### src/rtl/draw_sprite_pkg.sv
// Shared types and colour constants for the sprite overlay stage.
package draw_sprite_pkg;

    localparam logic [11:0] BLACK = 12'h000;

    typedef struct packed {
        logic [10:0] hcount;
        logic [10:0] vcount;
        logic        hsync;
        logic        vsync;
        logic        hblnk;
        logic        vblnk;
        logic [11:0] rgb;
    } vga_t;

endpackage

### src/rtl/vga_if.sv
// VGA timing and colour bundle passed between draw stages.
interface vga_if;
    logic [10:0] hcount;
    logic [10:0] vcount;
    logic        hsync;
    logic        vsync;
    logic        hblnk;
    logic        vblnk;
    logic [11:0] rgb;

    modport in  (input  hcount, vcount, hsync, vsync, hblnk, vblnk, rgb);
    modport out (output hcount, vcount, hsync, vsync, hblnk, vblnk, rgb);
endinterface

### src/rtl/draw_sprite_delay.sv
// Fixed-length shift register used to align timing with the ROM read.
module draw_sprite_delay #(
    parameter int WIDTH   = 39,
    parameter int CLK_DEL = 2
) (
    input  logic             clk,
    input  logic             rst,
    input  logic [WIDTH-1:0] din,
    output logic [WIDTH-1:0] dout
);
    logic [WIDTH-1:0] stage [CLK_DEL];

    always_ff @(posedge clk) begin
        if (rst) begin
            for (int i = 0; i < CLK_DEL; i++) stage[i] <= '0;
        end else begin
            stage[0] <= din;
            for (int i = 1; i < CLK_DEL; i++) stage[i] <= stage[i-1];
        end
    end

    assign dout = stage[CLK_DEL-1];
endmodule

### src/rtl/draw_sprite.sv
// Sprite overlay stage: fetches a rectangular sprite from an external ROM and
// keys it over the incoming VGA stream. Placement inputs are shadowed at vblank.
module draw_sprite
    import draw_sprite_pkg::*;
#(
    parameter int          SPRITE_W  = 300,
    parameter int          SPRITE_H  = 300,
    parameter int          FRAMES    = 1,
    parameter int          ROM_LAT   = 1,
    parameter int          ADDR_W    = 20,
    parameter logic [11:0] KEY_COLOR = BLACK,
    localparam int         FSEL_W    = (FRAMES > 1) ? $clog2(FRAMES) : 1
) (
    input  logic              clk,
    input  logic              rst,
    input  logic [10:0]       x_pos,
    input  logic [10:0]       y_pos,
    input  logic [FSEL_W-1:0] frame_sel,
    input  logic              mirror,
    input  logic              enable,
    input  logic [11:0]       rgb_pixel,
    output logic [ADDR_W-1:0] pixel_addr,
    vga_if.in                 in,
    vga_if.out                out
);
    localparam int         LAT        = ROM_LAT + 2;
    localparam int         FRAME_SIZE = SPRITE_W * SPRITE_H;
    localparam logic [9:0] LAST_COL   = 10'(SPRITE_W - 1);

    logic [10:0]       x_l, y_l;
    logic [FSEL_W-1:0] frame_l, frame_clamped;
    logic              mirror_l, en_l, vblnk_prev, latch_d;
    logic [ADDR_W-1:0] frame_base_l, row_base;
    logic [9:0]        col, col_eff;
    logic [11:0]       h12, v12, x_end, y_end;
    logic              vblnk_rise, in_rows, hit, hit_d;
    vga_t              vga_in, vga_d;

    assign vblnk_rise = in.vblnk && !vblnk_prev;

    always_comb begin
        frame_clamped = frame_sel;
        if (int'(frame_sel) > FRAMES - 1) frame_clamped = FSEL_W'(FRAMES - 1);
    end

    // vblnk_prev resets high so a vblank already in progress at reset release is not taken as an edge.
    always_ff @(posedge clk) begin
        if (rst) begin
            x_l          <= '0;
            y_l          <= '0;
            frame_l      <= '0;
            mirror_l     <= 1'b0;
            en_l         <= 1'b0;
            vblnk_prev   <= 1'b1;
            latch_d      <= 1'b0;
            frame_base_l <= '0;
        end else begin
            vblnk_prev <= in.vblnk;
            latch_d    <= vblnk_rise;
            if (vblnk_rise) begin
                x_l      <= x_pos;
                y_l      <= y_pos;
                frame_l  <= frame_clamped;
                mirror_l <= mirror;
                en_l     <= enable;
            end
            if (latch_d) frame_base_l <= ADDR_W'(FRAME_SIZE * int'(frame_l));
        end
    end

    always_comb begin
        h12     = {1'b0, in.hcount};
        v12     = {1'b0, in.vcount};
        x_end   = {1'b0, x_l} + 12'(SPRITE_W);
        y_end   = {1'b0, y_l} + 12'(SPRITE_H);
        in_rows = (v12 >= {1'b0, y_l}) && (v12 < y_end);
        hit     = en_l && in_rows && (h12 >= {1'b0, x_l}) && (h12 < x_end);
        col_eff = mirror_l ? (LAST_COL - col) : col;
    end

    // Row base reloads on every line outside the sprite rows, including vblank,
    // so a sprite starting at line 0 still begins at the frame base.
    always_ff @(posedge clk) begin
        if (rst) begin
            col        <= '0;
            row_base   <= '0;
            pixel_addr <= '0;
        end else begin
            col <= hit ? col + 10'd1 : '0;
            if (!in_rows)
                row_base <= frame_base_l;
            else if (hit && col == LAST_COL)
                row_base <= row_base + ADDR_W'(SPRITE_W);
            pixel_addr <= hit ? row_base + ADDR_W'(col_eff) : '0;
        end
    end

    assign vga_in = {in.hcount, in.vcount, in.hsync, in.vsync, in.hblnk, in.vblnk, in.rgb};

    draw_sprite_delay #(
        .WIDTH   ($bits(vga_t) + 1),
        .CLK_DEL (LAT - 1)
    ) u_delay (
        .clk  (clk),
        .rst  (rst),
        .din  ({vga_in, hit}),
        .dout ({vga_d, hit_d})
    );

    always_ff @(posedge clk) begin
        if (rst) begin
            out.hcount <= '0;
            out.vcount <= '0;
            out.hsync  <= 1'b0;
            out.vsync  <= 1'b0;
            out.hblnk  <= 1'b0;
            out.vblnk  <= 1'b0;
            out.rgb    <= '0;
        end else begin
            out.hcount <= vga_d.hcount;
            out.vcount <= vga_d.vcount;
            out.hsync  <= vga_d.hsync;
            out.vsync  <= vga_d.vsync;
            out.hblnk  <= vga_d.hblnk;
            out.vblnk  <= vga_d.vblnk;
            out.rgb    <= (hit_d && rgb_pixel != KEY_COLOR) ? rgb_pixel : vga_d.rgb;
        end
    end
endmodule

### src/flat_wrapper.sv
// flat-port wrapper written by rule: the top's interface ports become plain ports
module draw_sprite_flat import draw_sprite_pkg::*;
#(
    parameter int          SPRITE_W  = 300,
    parameter int          SPRITE_H  = 300,
    parameter int          FRAMES    = 1,
    parameter int          ROM_LAT   = 1,
    parameter int          ADDR_W    = 20,
    parameter logic [11:0] KEY_COLOR = BLACK,
    localparam int         FSEL_W    = (FRAMES > 1) ? $clog2(FRAMES) : 1
)
  (clk, rst, x_pos, y_pos, frame_sel, mirror, enable, rgb_pixel, pixel_addr, in_hcount, in_vcount, in_hsync, in_vsync, in_hblnk, in_vblnk, in_rgb, out_hcount, out_vcount, out_hsync, out_vsync, out_hblnk, out_vblnk, out_rgb);
  vga_if in_i ();
  vga_if out_i ();
  input  logic clk;
  input  logic rst;
  input  logic [10:0] x_pos;
  input  logic [10:0] y_pos;
  input  logic [FSEL_W-1:0] frame_sel;
  input  logic mirror;
  input  logic enable;
  input  logic [11:0] rgb_pixel;
  output logic [ADDR_W-1:0] pixel_addr;
  input wire logic [$bits(in_i.hcount)-1:0] in_hcount;
  input wire logic [$bits(in_i.vcount)-1:0] in_vcount;
  input wire logic [$bits(in_i.hsync)-1:0] in_hsync;
  input wire logic [$bits(in_i.vsync)-1:0] in_vsync;
  input wire logic [$bits(in_i.hblnk)-1:0] in_hblnk;
  input wire logic [$bits(in_i.vblnk)-1:0] in_vblnk;
  input wire logic [$bits(in_i.rgb)-1:0] in_rgb;
  output wire logic [$bits(out_i.hcount)-1:0] out_hcount;
  output wire logic [$bits(out_i.vcount)-1:0] out_vcount;
  output wire logic [$bits(out_i.hsync)-1:0] out_hsync;
  output wire logic [$bits(out_i.vsync)-1:0] out_vsync;
  output wire logic [$bits(out_i.hblnk)-1:0] out_hblnk;
  output wire logic [$bits(out_i.vblnk)-1:0] out_vblnk;
  output wire logic [$bits(out_i.rgb)-1:0] out_rgb;
  assign in_i.hcount = in_hcount;
  assign in_i.vcount = in_vcount;
  assign in_i.hsync = in_hsync;
  assign in_i.vsync = in_vsync;
  assign in_i.hblnk = in_hblnk;
  assign in_i.vblnk = in_vblnk;
  assign in_i.rgb = in_rgb;
  assign out_hcount = out_i.hcount;
  assign out_vcount = out_i.vcount;
  assign out_hsync = out_i.hsync;
  assign out_vsync = out_i.vsync;
  assign out_hblnk = out_i.hblnk;
  assign out_vblnk = out_i.vblnk;
  assign out_rgb = out_i.rgb;
  draw_sprite #(.SPRITE_W(SPRITE_W), .SPRITE_H(SPRITE_H), .FRAMES(FRAMES), .ROM_LAT(ROM_LAT), .ADDR_W(ADDR_W), .KEY_COLOR(KEY_COLOR)) u_core (.clk(clk), .rst(rst), .x_pos(x_pos), .y_pos(y_pos), .frame_sel(frame_sel), .mirror(mirror), .enable(enable), .rgb_pixel(rgb_pixel), .pixel_addr(pixel_addr), .in(in_i), .out(out_i));
endmodule
### config.mk
export PLATFORM = sky130hd
export DESIGN_NAME = draw_sprite_flat
export DESIGN_NICKNAME = d
export VERILOG_FILES = /design/src/rtl/draw_sprite_pkg.sv /design/src/rtl/vga_if.sv /design/src/rtl/draw_sprite_delay.sv /design/src/rtl/draw_sprite.sv /design/src/flat_wrapper.sv
export SDC_FILE = /design/constraint.sdc
export NUM_CORES = 1
export LEC_CHECK = 0
export BUFFER_PORTS_ARGS = -buffer_cell sky130_fd_sc_hd__buf_2
export CORE_ASPECT_RATIO = 1.25
export CORE_MARGIN = 4
export CORE_UTILIZATION = 50
export DETAILED_ROUTE_END_ITERATION = 16
export PLACE_DENSITY = 0.75
export SYNTH_ARGS = -nofsm -noshare
export SYNTH_HDL_FRONTEND = slang
export SYNTH_SLANG_ARGS = --single-unit
### constraint.sdc
create_clock -name clk -period 3.17 [get_ports clk]
set_clock_uncertainty 0.1 [all_clocks]
set_input_delay 0.317 -clock clk [delete_from_list [all_inputs] [get_ports clk]]
set_output_delay 0.317 -clock clk [all_outputs]
set_load 0.02 [all_outputs]
==> impl_metrics.py <==
metrics = {
    "yosys": {
        "synth_seq_cells": 189,
        "synthCells": 860,
        "mappedNetlistArea_um2": 7850,
        "yosysWarningCount": 0,
        "yosysUniqueCellTypes": 54,
        "syn_avg_cell_area_um2": 9.13,
        "yosysSeqAreaShare_pct": 48.2,
        "synth_nets": 992,
    },
    "route": {
        "routed-via-count": 6034,
        "wl_per_cell_um": 13.5,
        "drt-initial-drc-count": 298,
        "drtPass1Iterations": 4,
        "routed_via_density": 4.97,
        "wirelength_um": 16400,
        "route.detailed.drc": 0,
        "ant_nets": 0,
    },
    "clock_tree": {
        "tritoncts": "done",
        "clockBufferDepth": 2,
        "cts_inserted_buffers": 17,
        "clock-sinks": 189,
        "cts.clk_slew.worst_paths_ns": 0.07,
        "cts_setup_buffers": 0,
        "cts_root_buffer": "clkbuf_16",
        "clk_latency_ns": 0.42,
        "h-tree-depth": 4,
    },
    "worst_setup_path": {
        "cp_num_buf_inv": 2,
        "crit_arrival_ns": 3.32,
        "critPathLaunchType": "register",
        "critPathSlowestCell": "dfxtp_2",
        "critPathTopFamily": "simple AND/OR/NAND/NOR gates",
        "worstPathRequired_ns": 3.38,
        "path_class": "register to register",
        "cp-end-kind": "register",
        "critical_path.cell_chain": "inv_2 > ha_4 > o21a_1 > nor3_2 > xnor2_1 > ha_1 > and4_1 > o2111ai_1 > and3_4 > o2111ai_4 > clkbuf_16 > nor4_2 > mux2_1",
        "critPathMaxFanout": 10,
        "slowest_delay_ns": 0.34,
    },
    "sta": {
        "relSlewSlack_pct": 34.2,
        "hold_viol": 0,
        "slew_viol_final": 0,
        "fmax_mhz": 322,
        "fin_ws_ns": 0.0629,
        "min_period_ns": 3.11,
        "holdWs_ns": 0.0176,
        "setup_viol": 0,
        "grt_setup_unrepaired": "true",
        "worst_slew_pin_slew_ns": 0.987,
        "period_share_pct": 98.0,
    },
    "grt": {
        "grt_max_degree": 142,
        "grt_first_pass_wirelength_um": 26100,
        "antenna_found_initial": 1,
        "use_met1_pct": 21.0,
        "grt_overflow": 0,
        "globalRouteMet2Util_pct": 32.5,
        "grt_pass1_vias": 5664,
        "top_usage_layer": "met2",
        "met3_usage_pct": 3.42,
        "grt_use_total_pct": 18.0,
    },
    "pwr": {
        "total_power_mw": 4.82,
        "power.density_nw_per_um2": 503,
        "ir_drop_mv": 0.313,
        "leakage_nw": 4.01,
    },
    "placed_design": {
        "dp_hpwl_um": 11400,
        "port_buffers": 133,
        "routabilityCongestion": 0.891,
        "dp_slack_ns": -0.000680,
    },
    "cells_and_area": {
        "mostFrequentLayoutCells": "187 x dfxtp_1, 132 x buf_2, 108 x nor2b_1",
        "drive_gt1_share_pct": 21.6,
        "fin_nets": 1124,
        "area_growth_pct": 22.1,
        "layout_commonest_cell": "dfxtp_1",
        "diodes": 0,
    },
    "run_status": {
        "status": "finished clean",
    },
    "worst_hold_path": {
        "holdCritPathClass": "input pin to register",
    },
    "floorplan": {
        "rows": 50,
        "dieArea_um2": 17800,
        "die_w_um": 120,
        "dieHeight_um": 148,
        "initial_utilization_pct": 51.6,
        "coreArea_um2": 15200,
        "io_pins": 135,
    },
    "flow_run": {
        "cap_violations": 0,
    },
}
## stage by stage
step | instance area, um^2 | TNS (ns) | cells | utilization (%)
after floorplan | 7850 | 0 | 860 | -
after global placement | 8760 | 0 | 1176 | 57.6
after detailed placement | 8760 | -0.000680 | 1176 | 57.6
after CTS | 9350 | 0 | 1211 | 61.5
after global routing | 9590 | -0.910 | 1213 | 63.1
final | 9590 | 0 | 1213 | 63.1
## logic make-up after synthesis
family                     count (synthesis)  share of synthesized area [%]
xor gates and xnor gates                  45                           5.02
adders and majority gates                 55                           8.77
muxes                                     19                           2.69
other                                      1                         0.0478
buffers and inverters                     86                           4.27
and+or+nand+nor                          354                           22.4
DFF                                      189                           48.2
AOI/OAI and AO/OA                        111                           8.61
## worst reg2reg max path, stage by stage (launching register included)
cell and delay (ns):
dfxtp_2 0.34, inv_2 0.06, ha_4 0.16, o21a_1 0.21, nor3_2 0.23, xnor2_1 0.12, ha_1 0.31, and4_1 0.15
o2111ai_1 0.07, and3_4 0.23, o2111ai_4 0.18, clkbuf_16 0.24, nor4_2 0.24, mux2_1 0.34
## worst paths after layout
check                                                 start  cells past startpoint                          end  slack [ns]
worst max-delay path                          u_core.x_l[3]                     13           u_core.row_base[9]        0.06
worst max register to register                u_core.x_l[3]                     13           u_core.row_base[9]        0.06
worst min register to register  u_core.u_delay.stage[0][12]                      1  u_core.u_delay.stage[0][51]        0.33
worst min-delay path                               x_pos[2]                      3                u_core.x_l[2]        0.02
## state kept, by name, indices dropped and copies added (netlist names), 10 cells and up
signal                count
u_core.u_delay.stage     78
u_core.pixel_addr        20
u_core.row_base          18
u_core.out.rgb           12
u_core.out.hcount        11
u_core.out.vcount        11
u_core.x_l               11
u_core.y_l               11
u_core.col               10
## layer usage
layer	wire, um	up-vias
li1	-	3101
met1	7080	2755
met2	8280	143
met3	655	33
met4	363	2
met5	13	-
## synthesized netlist by cell type, drive strengths merged
library cell / count / share of area, %
inv: 44 / 2.1
clkbuf: 33 / 1.6
nor4b: 1 / 0.11
nand2: 92 / 4.4
a2111oi: 1 / 0.11
nor2: 88 / 4.2
o211a: 1 / 0.13
dfxtp: 189 / 48
o32ai: 2 / 0.32
mux2: 17 / 2.4
ha: 55 / 8.8
nand4: 9 / 0.72
nor2b: 109 / 8.7
nor3: 12 / 0.83
xnor2: 33 / 3.7
nor4bb: 1 / 0.13
a31oi: 3 / 0.24
buf: 8 / 0.53
a211oi: 6 / 0.57
mux2i: 2 / 0.26
a31o: 1 / 0.11
o311a: 1 / 0.13
a211o: 4 / 0.45
nand2b: 5 / 0.40
or4: 1 / 0.096
a21o: 2 / 0.19
a21oi: 51 / 3.3
o211ai: 7 / 0.67
o21ai: 23 / 1.5
and2: 2 / 0.16
or3: 2 / 0.16
or2: 3 / 0.24
o21bai: 1 / 0.096
and3: 3 / 0.24
clkinv: 1 / 0.048
nand3: 11 / 0.77
o311ai: 1 / 0.11
o21a: 4 / 0.38
xor2: 12 / 1.3
nor4: 13 / 1.0
o2111ai: 3 / 0.33
conb: 1 / 0.048
and4: 2 / 0.22
## power breakdown
group,switching [mW],leakage [nW],internal [mW]
logic,0.211,2.20,0.166
clock network,0.935,0.268,1.05
registers,0.0200,1.54,2.44
## cell type report
cell class	count	area, um^2
repair buffers	154	905
flip-flops and latches	189	3790
fillers	1290	5620
inverters	45	169
well taps	208	260
clock buffers	20	447
multi-input cells	585	3910
clock inverters	12	108
## timing repair
action / 4_1_cts / 5_1_grt
pin swaps: 0 / 12
endpoints found under the setup margin: 2 / 24
gates resized for setup: 1 / 37
hold buffers: 3 / 0
gates cloned: 0 / 2
hold endpoints to repair: 3 / 0
Power figures use the tool's default switching activity.
